===== config.mk =====
export PLATFORM = sky130hd
export DESIGN_NAME = dual_rail_fifo_bridge
export DESIGN_NICKNAME = d
export VERILOG_FILES = /design/src/rtl/dual_rail_fifo_bridge.sv
export SDC_FILE = /design/constraint.sdc
export NUM_CORES = 1
export LEC_CHECK = 0
export BUFFER_PORTS_ARGS = -buffer_cell sky130_fd_sc_hd__buf_2
export CORE_ASPECT_RATIO = 1.2
export CORE_MARGIN = 3
export CORE_UTILIZATION = 50
export CTS_CLUSTER_SIZE = 14
export DETAILED_ROUTE_END_ITERATION = 10
export GPL_TIMING_DRIVEN = 0
export PLACE_DENSITY = 0.81
export SLEW_MARGIN = 20
export SYNTH_ARGS = -nofsm -noshare
export SYNTH_HDL_FRONTEND = slang
export SYNTH_SLANG_ARGS = --single-unit
export TNS_END_PERCENT = 100

===== constraint.sdc =====
create_clock -name clk -period 6 [get_ports clk]
set_input_delay 1.2 -clock clk [delete_from_list [all_inputs] [get_ports clk]]
set_output_delay 1.2 -clock clk [all_outputs]
set_load 0.1 [all_outputs]

===== src/rtl/dual_rail_fifo_bridge.sv =====
// dual_rail_fifo_bridge: 4-phase dual-rail receiver feeding a first-word fall-through FIFO
module dual_rail_fifo_bridge #(
  parameter int WIDTH       = 8,
  parameter int DEPTH       = 4,
  parameter int SYNC_STAGES = 2
) (
  input  logic                     clk,
  input  logic                     rst_n,
  input  logic [2*WIDTH-1:0]       data_in,
  output logic                     ack_ant,
  output logic [WIDTH-1:0]         out_data,
  output logic                     out_valid,
  input  logic                     out_ready,
  output logic [$clog2(DEPTH):0]   count,
  output logic                     err_illegal
);
  localparam int AW = $clog2(DEPTH);
  localparam int CW = AW + 1;
  typedef enum logic [1:0] {INIT, IDLE, WAIT_NULL} state_t;
  state_t state;
  logic [WIDTH-1:0] t_rail, f_rail;
  logic [WIDTH-1:0] mem [DEPTH];
  logic [AW-1:0] wr_ptr, rd_ptr;
  logic [SYNC_STAGES-1:0] c_sync, n_sync, i_sync;
  logic complete, is_null, illegal, s_complete, s_null, s_illegal, full, pop, wr;
  for (genvar i = 0; i < WIDTH; i++) begin : g_rail
    assign t_rail[i] = data_in[2*i+1];
    assign f_rail[i] = data_in[2*i];
  end
  assign complete   = &(t_rail ^ f_rail);
  assign is_null    = ~|data_in;
  assign illegal    = |(t_rail & f_rail);
  assign s_complete = c_sync[SYNC_STAGES-1];
  assign s_null     = n_sync[SYNC_STAGES-1];
  assign s_illegal  = i_sync[SYNC_STAGES-1];
  assign full       = count == CW'(DEPTH);
  assign out_valid  = count != '0;
  assign pop        = out_valid & out_ready;
  assign wr         = (state == IDLE) & s_complete & ~full;
  assign out_data   = mem[rd_ptr];
  // bring the asynchronous rail detects into the clock domain
  always_ff @(posedge clk or negedge rst_n)
    if (!rst_n) begin
      c_sync <= '0;
      n_sync <= '0;
      i_sync <= '0;
    end else begin
      c_sync <= {c_sync[SYNC_STAGES-2:0], complete};
      n_sync <= {n_sync[SYNC_STAGES-2:0], is_null};
      i_sync <= {i_sync[SYNC_STAGES-2:0], illegal};
    end
  // handshake sequencer; INIT waits for a null so a word held across reset is not recaptured
  always_ff @(posedge clk or negedge rst_n)
    if (!rst_n) begin
      state   <= INIT;
      ack_ant <= 1'b0;
    end else begin
      case (state)
        INIT:      if (s_null) state <= IDLE;
        IDLE:      if (wr) begin
                     state   <= WAIT_NULL;
                     ack_ant <= 1'b1;
                   end
        WAIT_NULL: if (s_null) begin
                     state   <= IDLE;
                     ack_ant <= 1'b0;
                   end
        default:   begin
                     state   <= INIT;
                     ack_ant <= 1'b0;
                   end
      endcase
    end
  // pointers and occupancy; full is judged on the pre-edge count
  always_ff @(posedge clk or negedge rst_n)
    if (!rst_n) begin
      wr_ptr <= '0;
      rd_ptr <= '0;
      count  <= '0;
    end else begin
      if (wr) wr_ptr <= wr_ptr + AW'(1);
      if (pop) rd_ptr <= rd_ptr + AW'(1);
      count <= count + CW'(wr) - CW'(pop);
    end
  // storage captures the true rails of the held word
  always_ff @(posedge clk)
    if (wr) mem[wr_ptr] <= t_rail;
  // sticky protocol-violation flag
  always_ff @(posedge clk or negedge rst_n)
    if (!rst_n) err_illegal <= 1'b0;
    else if (s_illegal) err_illegal <= 1'b1;
endmodule

==> results.ini <==
[critical_path]
cp.arrival_ns = 1.78
cp-startpoint = rd_ptr[0]$_DFFE_PN0P_
endpoint = out_data[5]
path_depth = 3
cp_num_buf_inv = 2
crit_chain = buf_2, mux4_2, buf_2
crit_fanout = 10
crit_type = reg -> out
reg2regPathDepth = 8
end_kind = primary output
crit_family = buffers and inverters
reg2reg_to = count[2]$_DFF_PN0_
cpPeakStageDelay_ns = 0.56
reg2reg_slack_ns = 3.72
slowest_stage = mux4_2
path_common_cell = buf_2
r2r_start = state[1]$_DFFE_PN0P_
start_kind = flop
worstPathRequired_ns = 4.80

[floorplanning]
fp-row-count = 25
start_util = 0.5388
ios = 33
core_area_um2 = 4066
die-area_um2 = 5215
die-width_um = 66.43
die_h_um = 78.51

[sta]
slew_viol_final = 0
rsz0062_at_grt = false
worstMarginPinSlew_ns = 0.5317
fin_setup_tns_ns = 0
fmax_mhz = 335.0
finalSetupViolCount = 0
skew_ns = 0.009428
fin_crit_ns = 2.985
fin_crit_sh = 0.4975
hold_viol_final = 0
maxSlewHeadroom = 0.6455

[global_routing]
grt_use_total = 0.1504
grt_pass1_vias = 1205
grt_pass1_wl_um = 5816
grt_overflow = 0
grt_max_degree = 18
antenna_found_initial = 0

[power]
peakVddDrop_mv = 0.1854
p_leak_nw = 1.079
p_per_area_nw_per_um2 = 437.3
p_total_mw = 1.099

[run]
max_cap_violations = 0

[synth]
netlist_area_um2 = 2191
synth.most_common_cell = edfxtp_1
syn_inst = 137
synth_edf_count = 32
synth_fp_nets = 179
yosys-top-cells-area = edfxtp_1 44%, dfrtp_1 19%, ha_1 13%
ys_top_cells_by_count = 32 x edfxtp_1, 24 x inv_1, 22 x ha_1
yosys.area.top_type_share = 0.4386
synth_top_flop_cell = edfxtp_1
ys_warn_count = 0
ys_seq_elements = 49
ys_types = 25
synth_top_cell_by_area = edfxtp_1
syn_area_per_cell_um2 = 15.99
synth-seq-area-share = 0.6328
ys_async_sr_fraction = 0.3469

[placement]
postPlaceCellArea_um2 = 2419
gp_congestion = 0.7148
port-buffer-count = 32
hpwl_um = 2667
dp.cells = 223

[finish]
instances_no_fill = 231
area_growth_syn_to_layout_pct = 14.68
num_antenna_cells = 0
final_core_util = 0.6178
fillers = 316
drive_above_1_share = 0.3446
fin_nets = 218
stdcell_area_um2 = 2512

[clock_network]
clock-root-buffer = clkbuf_8
htree_levels = 2
hold_buffers = 0
clockBufferDepth = 2
ctsResizeCount = 0
clock-sinks = 49
path_clk_slew_ns = 0.09
cts_setup_buffers = 0
numCtsBuffers = 5
cts_tree = built
clk_latency_ns = 0.30

[drt]
routedWlPerCell_um = 14.87
avgViaCountPerCell = 4.987
drc = 0
first_pass_iters = 4
drt_iter0_drc = 38
routed_wl_um = 3436
routed-via-count = 1152
ant_nets = 0

[worst_hold_path]
hp-class = reg -> reg

[status]
status = completed

-- flip-flops by register name, indices dropped and copies added (netlist names) --
signal,flops
ack_ant,1
c_sync,2
count,3
err_illegal,1
i_sync,2
mem,32
n_sync,2
rd_ptr,2
state,2
wr_ptr,2
-- layer usage --
layer	wire [um]	vias up	GRT usage
met1	1414	561	0.1925
met3	132	7	0.02003
met4	67	0	0.07114
met5	0	-	0
met2	1821	27	0.2502
li1	-	557	-
-- placed cells by master (no fill, tap or decap), types with 3 or more instances in the layout --
cell,netlist,layout
mux4_2,8,8
buf_2,1,33
nor2_1,3,3
ha_1,22,22
dfrtp_1,17,17
edfxtp_1,32,32
clkbuf_8,0,5
nand4_1,4,4
xnor2_1,3,3
inv_1,24,24
and2_2,4,4
-- power by group --
| group | switching [mW] | internal, mW | leakage (nW) |
|---|---|---|---|
| clock network | 0.107 | 0.0849 | 0.0452 |
| logic | 0.397 | 0.111 | 0.535 |
| registers | 0.0187 | 0.380 | 0.499 |
| total | 0.523 | 0.576 | 1.08 |
-- stage by stage --
stage / hold slack (ns) / worst slack, ns
global route: 0.3706 / 2.919
CTS: 0.3641 / 2.987
floorplan: 0.3312 / 3.141
detailed placement: 0.3442 / 3.319
global placement: 0.3374 / 3.316
finish: 0.3588 / 3.015
-- how the worst min path moves through the flow --
stage / end / start / cells past startpoint
after floorplan: c_sync[1]$_DFF_PN0_ / c_sync[0]$_DFF_PN0_ / 0
after detailed placement: n_sync[1]$_DFF_PN0_ / n_sync[0]$_DFF_PN0_ / 0
after CTS: n_sync[1]$_DFF_PN0_ / n_sync[0]$_DFF_PN0_ / 0
after global placement: c_sync[1]$_DFF_PN0_ / c_sync[0]$_DFF_PN0_ / 0
after global routing: n_sync[1]$_DFF_PN0_ / n_sync[0]$_DFF_PN0_ / 0
final: n_sync[1]$_DFF_PN0_ / n_sync[0]$_DFF_PN0_ / 0
-- worst register-to-register path, delay by kind of cell (launching register included) --
| kind | cells | cell delay (ns) |
|---|---|---|
| DFF | 1 | 0.41 |
| and+or+nand+nor | 1 | 0.20 |
| AOI/OAI and AO/OA | 1 | 0.45 |
| adders and majority gates | 3 | 0.85 |
| xor gates and xnor gates | 1 | 0.18 |
| buffers and inverters | 2 | 0.13 |
-- kinds of logic (layout without fill, tap and decap cells) --
| logic type | Yosys count | after routing | share of synthesized area |
|---|---|---|---|
| xor+xnor | 5 | 5 | 0.01999 |
| mux | 9 | 9 | 0.08909 |
| compound gates | 6 | 6 | 0.02684 |
| fa+ha+maj | 23 | 23 | 0.1348 |
| flops | 49 | 49 | 0.6328 |
| simple gates | 19 | 19 | 0.05140 |
| buf+inv | 26 | 66 | 0.04511 |
-- cell type report --
cell class                      count  area (um^2)  share of cell area
Tap cell                           54        67.56             0.02689
Multi-Input combinational cell     62        705.7              0.2809
Buffer                              2        8.758            0.003486
Timing Repair Buffer               32        160.2             0.06375
Inverter                           24        90.09             0.03586
Clock buffer                        5        68.82             0.02739
Clock inverter                      3        25.02            0.009960
Sequential cell                    49         1386              0.5518
Power figures use the tool's default switching activity.
